<file path="src/rtl/spike_counter_bank.sv">
// ---------------------------------------------------------------------------
// spike_counter_bank
//   Multi-channel spike-event counter bank for the neuron accumulate path.
//   Every channel counts its own events up or down and either clamps or wraps
//   at the range limits. A sticky flag records any overflow or underflow.
//   A two-state snapshot engine captures all channels in a single cycle and
//   presents the result through a valid/ready handshake. The live counters
//   can optionally restart when a snapshot is captured.
//
// Parameters
//   SIZE_CODE      width of each channel counter (>= 2)
//   NUM_CH         number of independent channels (>= 1)
//   SATURATE       1 = clamp at the limits, 0 = wrap modulo 2^SIZE_CODE
//   CLEAR_ON_SNAP  1 = a snapshot capture restarts the live counters
//
// Ports
//   clk         in   system clock, rising edge
//   reset       in   asynchronous reset, active low
//   enable      in   global count enable
//   bitin       in   [NUM_CH]  per-channel spike event
//   dir         in   [NUM_CH]  per-channel direction (0 = up, 1 = down)
//   clear       in   synchronous clear of counters and overflow flags
//   snap_req    in   request a coherent snapshot
//   snap_ready  in   consumer accepts snap_data
//   snap_valid  out  snap_data holds a captured snapshot
//   snap_data   out  [NUM_CH*SIZE_CODE]  captured counts, channel c at [c*SIZE_CODE +: SIZE_CODE]
//   counter     out  [NUM_CH*SIZE_CODE]  live counts, same packing
//   ovf         out  [NUM_CH]  sticky overflow/underflow flags
// ---------------------------------------------------------------------------
module spike_counter_bank #(
    parameter int SIZE_CODE     = 8,
    parameter int NUM_CH        = 4,
    parameter int SATURATE      = 1,
    parameter int CLEAR_ON_SNAP = 0
) (
    input  logic                          clk,
    input  logic                          reset,
    input  logic                          enable,
    input  logic [NUM_CH-1:0]             bitin,
    input  logic [NUM_CH-1:0]             dir,
    input  logic                          clear,
    input  logic                          snap_req,
    input  logic                          snap_ready,
    output logic                          snap_valid,
    output logic [NUM_CH*SIZE_CODE-1:0]   snap_data,
    output logic [NUM_CH*SIZE_CODE-1:0]   counter,
    output logic [NUM_CH-1:0]             ovf
);

    localparam logic [SIZE_CODE-1:0] CNT_MAX  = '1;
    localparam logic [SIZE_CODE-1:0] CNT_ZERO = '0;
    localparam logic [SIZE_CODE-1:0] CNT_ONE  = {{(SIZE_CODE-1){1'b0}}, 1'b1};

    typedef enum logic {
        IDLE = 1'b0,
        HOLD = 1'b1
    } state_t;

    state_t                               r_state;
    logic [NUM_CH-1:0][SIZE_CODE-1:0]     r_cnt;
    logic [NUM_CH-1:0]                    r_ovf;
    logic [NUM_CH*SIZE_CODE-1:0]          r_snap_data;
    logic                                 r_snap_valid;

    logic                                 w_capture;
    logic                                 w_restart;
    logic [NUM_CH-1:0][SIZE_CODE-1:0]     w_cnt_nxt;
    logic [NUM_CH-1:0]                    w_ovf_set;

    // One counting step from 'base'. Result MSB flags a limit hit; the low
    // bits are the next count, clamped or wrapped according to SATURATE.
    function automatic logic [SIZE_CODE:0] step_count(
        input logic [SIZE_CODE-1:0] base,
        input logic                 ev,
        input logic                 down
    );
        logic [SIZE_CODE:0] res;
        res = {1'b0, base};
        if (ev) begin
            if (!down) begin
                if (base == CNT_MAX)
                    res = {1'b1, (SATURATE != 0) ? CNT_MAX : CNT_ZERO};
                else
                    res = {1'b0, base + CNT_ONE};
            end else begin
                if (base == CNT_ZERO)
                    res = {1'b1, (SATURATE != 0) ? CNT_ZERO : CNT_MAX};
                else
                    res = {1'b0, base - CNT_ONE};
            end
        end
        return res;
    endfunction

    // A capture can only start from IDLE; requests seen in HOLD, including
    // the HOLD->IDLE exit cycle, are dropped.
    assign w_capture = (r_state == IDLE) && snap_req;

    // Clear-on-snap restarts from zero but still applies this cycle's event,
    // so an event coinciding with the capture is never lost.
    assign w_restart = w_capture && (CLEAR_ON_SNAP != 0);

    always_comb begin
        w_cnt_nxt = r_cnt;
        w_ovf_set = '0;
        for (int c = 0; c < NUM_CH; c++) begin
            {w_ovf_set[c], w_cnt_nxt[c]} =
                step_count(w_restart ? CNT_ZERO : r_cnt[c], enable & bitin[c], dir[c]);
        end
    end

    // Live counters and sticky flags; clear outranks events and clear-on-snap.
    always_ff @(posedge clk or negedge reset) begin
        if (!reset) begin
            r_cnt <= '0;
            r_ovf <= '0;
        end else if (clear) begin
            r_cnt <= '0;
            r_ovf <= '0;
        end else begin
            r_cnt <= w_cnt_nxt;
            r_ovf <= r_ovf | w_ovf_set;
        end
    end

    // Snapshot engine: captures the pre-edge counts, so same-cycle events
    // show up only in the live counters.
    always_ff @(posedge clk or negedge reset) begin
        if (!reset) begin
            r_state      <= IDLE;
            r_snap_data  <= '0;
            r_snap_valid <= 1'b0;
        end else begin
            case (r_state)
                IDLE: begin
                    if (snap_req) begin
                        r_snap_data  <= r_cnt;
                        r_snap_valid <= 1'b1;
                        r_state      <= HOLD;
                    end
                end
                HOLD: begin
                    if (snap_ready) begin
                        r_snap_valid <= 1'b0;
                        r_state      <= IDLE;
                    end
                end
                default: begin
                    r_snap_valid <= 1'b0;
                    r_state      <= IDLE;
                end
            endcase
        end
    end

    assign counter    = r_cnt;
    assign ovf        = r_ovf;
    assign snap_data  = r_snap_data;
    assign snap_valid = r_snap_valid;

endmodule

</file>
<file path="config.mk">
export PLATFORM = sky130hd
export DESIGN_NAME = spike_counter_bank
export DESIGN_NICKNAME = d
export VERILOG_FILES = /design/src/rtl/spike_counter_bank.sv
export SDC_FILE = /design/constraint.sdc
export NUM_CORES = 1
export LEC_CHECK = 0
export CAP_MARGIN = 5
export CELL_PAD_IN_SITES_DETAIL_PLACEMENT = 0
export CELL_PAD_IN_SITES_GLOBAL_PLACEMENT = 1
export CORE_MARGIN = 2
export CORE_UTILIZATION = 48
export CTS_CLUSTER_SIZE = 16
export DETAILED_ROUTE_END_ITERATION = 8
export DONT_BUFFER_PORTS = 1
export PLACE_DENSITY_LB_ADDON = 0.1
export REMOVE_ABC_BUFFERS = 1
export SLEW_MARGIN = 20
export SYNTH_ARGS = -nofsm -noshare
export SYNTH_HDL_FRONTEND = slang
export SYNTH_SLANG_ARGS = --single-unit
</file>
<file path="constraint.sdc">
create_clock -name clk -period 2.56 [get_ports clk]
set_clock_uncertainty 0.2 [all_clocks]
set_input_delay 0.768 -clock clk [delete_from_list [all_inputs] [get_ports clk]]
set_output_delay 0.768 -clock clk [all_outputs]
set_load 0.02 [all_outputs]
</file>
### Yosys cells after proc, flatten, opt, wreduce, memory -nomap -nowiden

Cells that the tools add are included.

| cells by class | value |
|---|---|
| add/sub/neg operators | 8 |
| equal/unequal tests | 6 |
| multiplexer cells | 24 |
| bitwise gates (word level) | 6 |
| reductions and logical operators | 10 |

Operator list:

| kind | number |
|---|---|
| 2-to-1 mux 9 bit | 16 |
| adder 8 x 1 -> 8 bit (second input constant) | 4 |
| == test 8 bit (second input constant) | 4 |
| logical NOT 8 bit | 4 |
| 2-to-1 mux 32 bit | 1 |
| subtractor 8 x 1 -> 8 bit (second input constant) | 4 |
| nonzero test 2 bit | 4 |
| AND 1 bit | 4 |
| 2-to-1 mux 1 bit | 4 |
| 2-to-1 mux 4 bit | 1 |
| inequality test 2 bit (second input constant) | 2 |
| OR 4 bit | 1 |
| case mux 1 bit (2 select lines) | 2 |
| AND reduction 2 bit | 2 |
| NOT 1 bit | 1 |

| word-level totals | value |
|---|---|
| register bits after elaboration | 70 |
| input port bits | 14 |
| output and inout bits | 69 |
| logic and storage cells | 62 |

### Depth between registers and ports, before layout

Gate-level depths: netlist (run 1).

| logic depth | value |
|---|---|
| depth after elaboration | 6 |
| gate-level depth with buffers | 8 |
| depth with buffers taken out | 7 |

### Worst setup path before layout (run 1)

Ideal clock, no wire load.

| timing path | value |
|---|---|
| kind | reg-to-reg |
| from | reg r_cnt, in the netlist counter[8] |
| to | reg r_cnt, in the netlist counter[14] |
| library setup time | 0.067 ns |
| arrival time | 2.160 ns |
| data required time | 2.293 ns |
| setup slack | 0.133 ns |
| stages on the path, launching flop included | 8 |
| path buffers | 0 |
| period minus slack after synthesis | 2.427 ns |
| cells stage by stage | dfrtp_1 -> inv_1 -> ha_1 -> or4b_1 -> or4b_2 -> nand3_1 -> o311ai_0 -> nand2_1 |

| between the ends | value |
|---|---|
| cells in the longest elaborated chain, start to end | 5 |
| elaborated cells on any way between the ends | 9 |
| those cells by class | add/sub: 2; eq/ne: 1; mux: 5; reduce/logical: 1 |

RTL lines:

| item | line | source |
|---|---|---|
| from (decl) | 60 | `logic [NUM_CH-1:0][SIZE_CODE-1:0] r_cnt;` |
| from (signal assigned) | 121 | `r_cnt <= w_cnt_nxt;` |
| adder 8 x 1 -> 8 bit (tied with other cells) | 84 | `res = {1'b0, base + CNT_ONE};` |
| 2-to-1 mux 9 bit, on equally long branches | 81, 86 |  |
| 2-to-1 mux 9 bit (*) | 80 | `if (!down) begin` |
| 2-to-1 mux 9 bit (*) | 79 | `if (ev) begin` |
| 2-to-1 mux 32 bit (*) | 117 | `end else if (clear) begin` |

Mark *: on every way between the ends. The rest lies on a longest branch, timed or not. The select of a mux whose other input is x is not followed.
A chain may end at the register's enable or synchronous reset.

### Final worst setup path (run 1)

Same ends and word-level chain as after synthesis.

==> flow_summary.ini, run 1 <==
[status]
outcome = complete, but fails checks
violations = hold timing

[flow_run]
maxCapViolations = 0

[final_layout]
regArea_sq_um = 1752
syn_to_final_growth_pct = 10.71
layout-drive-gt1-share_pct = 14.69
fill_cells = 758
antenna_cells = 0
utilization_pct = 55.62
final_nets = 515
multiInputGateArea_sq_um = 2175

[floorplan]
start_util_pct = 50.23
coreArea_sq_um = 8299
rows = 33
fp.dieArea_sq_um = 9447
die_h_microns = 97.20
pin_count = 83
die_w_microns = 97.20

[yosys]
yosysTopAreaCellShare_pct = 42.02
synth-main-ff-cell = dfrtp_1
synth_edf_count = 0
yosysWarnings = 0
netlist_area_sq_um = 4169
syn_area_per_cell_sq_um = 8.685
synth_area_leader_cell = dfrtp_1
syn_inst = 480
synth_cell_types = 58
ys_top_cells_by_area = dfrtp_1 42%, nand2_1 5.6%, o21ai_0 5.5%
ys_async_sr_fraction_pct = 100.0
yosys_register_bits = 70
synth-seq-area-share_pct = 42.02

[worst_setup_path]
reg2reg_slack_ps = 170
startpoint = counter[8]
slowest_stage = or4b_2
slowest_delay_ps = 650
reg2reg_to = counter[14]
worstSetupPathType = reg -> reg
r2r_start = counter[8]
arrival_ps = 2470
cp.required_ps = 2640
worstSetupStartpointType = register
endpoint_kind = register
cp_max_fo = 4
path_cells = inv_1 -> ha_1 -> or4b_1 -> or4b_2 -> nand3_1 -> o311ai_0 -> nand2_1
crit_path_end = counter[14]
reg2reg_depth = 7

[routing]
drcViolationCount = 0
finalWirelength_microns = 10390
via_per_inst = 6.051
detail-route-antenna-nets = 0
wl_per_cell_microns = 17.25
first_pass_iters = 4
drtIter0Drc = 144
route.vias.total = 3643

[clocking]
tritoncts = built
postCtsSetupBuffers = 0
cts.clk_slew.worst_paths_ps = 80
clk_latency_ps = 350
cts_buffers = 9
cts.sinks = 70
ctsLongestPathBuffers = 2
cts_max_level = 3
ctsRootBufferMaster = clkbuf_8
post_cts_resized = 0

[place]
gp_congestion = 0.8702
dp_hpwl_microns = 7173
port_buffers = 0

[grt]
grt_pass1_wl_microns = 17570
overflow = 0
grt_pass1_vias = 3453
grt_usage_pct = 22.47
grt_max_degree = 71
grt_antenna_before_repair = 0

[timing]
hold_viol = 70
post-route-period-util_pct = 93.29
hold_ws_ps = -96.12
fin_setup_tns_ps = 0
slew_headroom_pct = 60.65
period_needed_ps = 2388
setup_viol = 0
max_freq_mhz = 418.7
worst_pin_slew_ps = 589.0
drv_slew = 0
rsz0062_at_grt = no

[min_path]
hp-class = in -> async

[power_and_ir_drop]
leakagePower_nw = 2.143
ir_drop_mv = 0.2814
power_density_nw_per_um2 = 602.3
## sequential cells by signal, indices dropped and copies added, names as in the netlist
name / flops
counter: 32
r_state: 1
ovf: 4
snap_data: 32
snap_valid: 1
## synth_stat cells (4+ instances only)
cell type	number
and3_1	5
mux2_2	16
nand2_1	62
a41oi_1	5
nand4_1	8
nand3_1	22
a21o_1	7
o21ai_0	46
and4_1	4
a22o_1	7
or4_1	7
o31ai_1	10
o22ai_1	4
clkbuf_1	24
a21oi_1	19
mux2i_1	4
nor2_1	32
a31oi_1	14
ha_1	9
inv_1	23
buf_2	4
o211ai_1	4
nor3_1	10
nor2b_1	5
dfrtp_1	70
## kinds of logic after synthesis
group,after synthesis,share of synthesized area (%)
AO/OA/AOI/OAI,140,21.79
XOR/XNOR,4,0.8405
adder cells (fa/ha/maj),9,2.701
buffers and inverters,57,5.882
flip-flops,70,42.02
multiplexers,20,5.282
AND/OR/NAND/NOR,180,21.49
## placed cells by master, fill, tap and decap left out, drive strengths merged, types with 4 or more instances in the layout
master,count
or4,7
buf,35
nand2,62
nor2b,5
nand4,8
a21o,7
ha,9
a31oi,14
nor3,10
a41oi,5
o21ai,47
and3,5
and4,4
and2,4
a22o,8
mux2,16
inv,23
o22ai,4
o211ai,4
clkbuf,14
mux2i,4
dfrtp,70
nor2,32
nand3,22
a21oi,19
o31ai,10
## worst min path at each step
stage | start | slack (ps) | endpoint
detailed placement | r_state | 260 | snap_valid
global route | reset | -120 | snap_data[0]
finish | reset | -100 | snap_data[0]
global placement | r_state | 230 | snap_valid
floorplan | r_state | 220 | snap_valid
CTS | reset | -110 | snap_data[30]
## area by class of cell
class                      count  area share, %
clock buffer                  14          3.958
clock inverter                 2         0.2982
inverter                      23          1.870
multi-input combinational    353          47.11
sequential                    70          37.95
tap                          105          2.846
timing repair buffer          35          5.964
## routing by layer
metal  vias to the layer above  wire length [microns]  share of wire [%]  global-route usage [%]
met4                         0                     59               0.57                   5.959
li1                       1769                      -                  -                       -
met3                         5                    656                6.3                   7.194
met5                         -                      0                  0                       0
met1                      1766                   4915                 47                   31.64
met2                       103                   4754                 46                   33.49
## critical path: cells and delay by family, from the launching register on
kind / cells / cell delay [ps]
DFF: 1 / 380
AOI/OAI and AO/OA: 1 / 120
adders and majority gates: 1 / 210
buffers and inverters: 1 / 70
and+or+nand+nor: 4 / 1340
## stage by stage
step	power, mW	instances	setup slack (ps)	hold WS (ps)	instance area [sq um]
floorplan	1.740	446	132.3	222.7	4010
detailed placement	1.921	586	192.1	257.2	4419
global placement	1.913	586	233.4	234.4	4419
CTS	2.807	602	166.1	-109.1	4616
finish	2.780	602	171.9	-96.12	4616
global route	2.949	602	42.07	-123.9	4616
## power by group
part	leakage (nW)	switching, mW	internal (mW)
Sequential	0.952	0.161	1.19
Clock	0.103	0.420	0.459
Combinational	1.09	0.316	0.233
Total	2.14	0.896	1.88
(Power assumes the default switching activity.)
==> inputs of run 2 (changes only) <==
SETUP_SLACK_MARGIN = 0.2   (was default)
==> flow_summary.ini, run 2 (same netlist as run 1, synthesis figures left out) <==
[final_layout]
final_nets = 515
fin_area_sq_um = 4647
layout-drive-gt1-share_pct = 16.70
layout_commonest_cell = dfrtp_1
antenna_cells = 0
syn_to_final_growth_pct = 11.46
fin_cells = 602
final_cell_mix = 66 x dfrtp_1, 60 x nand2_1, 46 x o21ai_0
utilization_pct = 55.99

[grt]
overflow = 0
grt_max_degree = 71
grt_usage_pct = 22.44
grt_pass1_wl_microns = 17550
grt_pass1_vias = 3452
grt_antenna_before_repair = 0

[floorplan]
coreArea_sq_um = 8299
pin_count = 83
die_h_microns = 97.20
start_util_pct = 50.23
rows = 33
die_w_microns = 97.20
fp.dieArea_sq_um = 9447

[power_and_ir_drop]
power_density_nw_per_um2 = 601.7
ir_drop_mv = 0.2813
leakagePower_nw = 2.140

[routing]
first_pass_iters = 4
drtIter0Drc = 131
via_per_inst = 6.020
finalWirelength_microns = 10480
route.vias.total = 3624
drcViolationCount = 0
wl_per_cell_microns = 17.41
detail-route-antenna-nets = 0

[timing]
fin_setup_tns_ps = 0
slew_headroom_pct = 66.41
period_needed_ps = 2330
hold_viol = 70
post-route-period-util_pct = 91.00
hold_ws_ps = -97.64
setup_viol = 0
max_freq_mhz = 429.2
rsz0062_at_grt = yes
worst_pin_slew_ps = 503.9
drv_slew = 0

[min_path]
hp-class = in -> async

[clocking]
ctsLongestPathBuffers = 2
cts_max_level = 3
ctsRootBufferMaster = clkbuf_8
cts.sinks = 70
tritoncts = built
cts_buffers = 9
clk_latency_ps = 350
cts.clk_slew.worst_paths_ps = 80

[worst_setup_path]
cp.required_ps = 2650
worstSetupStartpointType = register
worstSetupPathType = reg -> reg
reg2reg_depth = 7
r2r_start = counter[8]
arrival_ps = 2420
cp_max_fo = 4
reg2reg_slack_ps = 230
endpoint_kind = register
reg2reg_to = counter[14]

[flow_run]
maxCapViolations = 0

[place]
place_inst = 586
placed_area_sq_um = 4419
gp_congestion = 0.8702
dp_hpwl_microns = 7173
port_buffers = 0

[status]
violations = hold timing
outcome = complete, but fails checks
## run 2: layer usage
layer	track usage (%)	part of all wire [%]	vias to the layer above	wire length (microns)
li1	-	-	1766	-
met1	31.55	46	1756	4836
met2	33.49	46	94	4873
met3	7.194	6.3	8	663
met4	5.959	1.0	0	107
met5	0	0	-	0
## run 2: per-stage QoR
step | setup slack, ps | power [mW] | hold slack, ps
after floorplan | 132.3 | 1.740 | 222.7
after global placement | 233.4 | 1.913 | 234.4
after detailed placement | 192.1 | 1.921 | 257.2
after CTS | 202.2 | 2.811 | -109.1
after global routing | 143.7 | 2.963 | -123.9
final | 230.3 | 2.796 | -97.64
## run 2: worst max-delay path, cell delays in order, from the launching register on
cell      delay, ps
dfrtp_1         380
inv_1           110
ha_4            160
or4b_4          470
or4b_2          640
nand3_1          90
o311ai_0        120
nand2_1         100
## run 2: repair_timing
item,in CTS,in global routing
setup buffers,0,0
setup endpoints to repair,1,6
pin swaps,1,0
gates resized for setup,2,9
hold endpoints to repair,70,70
## run 2: power breakdown
part           total, mW  leakage [nW]  internal (mW)  switching [mW]
Clock              0.882         0.103          0.459           0.423
Sequential          1.35         0.946           1.19           0.161
Combinational      0.560          1.09          0.243           0.318
## run 2: how the worst max path moves through the flow
| stage | from | endpoint | slack [ps] | cells after the start |
|---|---|---|---|---|
| 3_5_place_dp | counter[8] | counter[14] | 190 | 7 |
| 3_3_place_gp | counter[8] | counter[14] | 230 | 7 |
| 4_1_cts | counter[9] | counter[14] | 200 | 7 |
| 6_report | counter[8] | counter[14] | 230 | 7 |
| 5_1_grt | counter[8] | counter[14] | 140 | 7 |
| 2_1_floorplan | counter[8] | counter[14] | 130 | 7 |
## run 2: cell type report
class,count,area (sq um)
multi-input cells,353,2201
repair buffers,35,275.3
inverters,23,86.33
clock buffers,14,182.7
flip-flops and latches,70,1757
fillers,756,3652
well taps,105,131.4
clock inverters,2,13.76
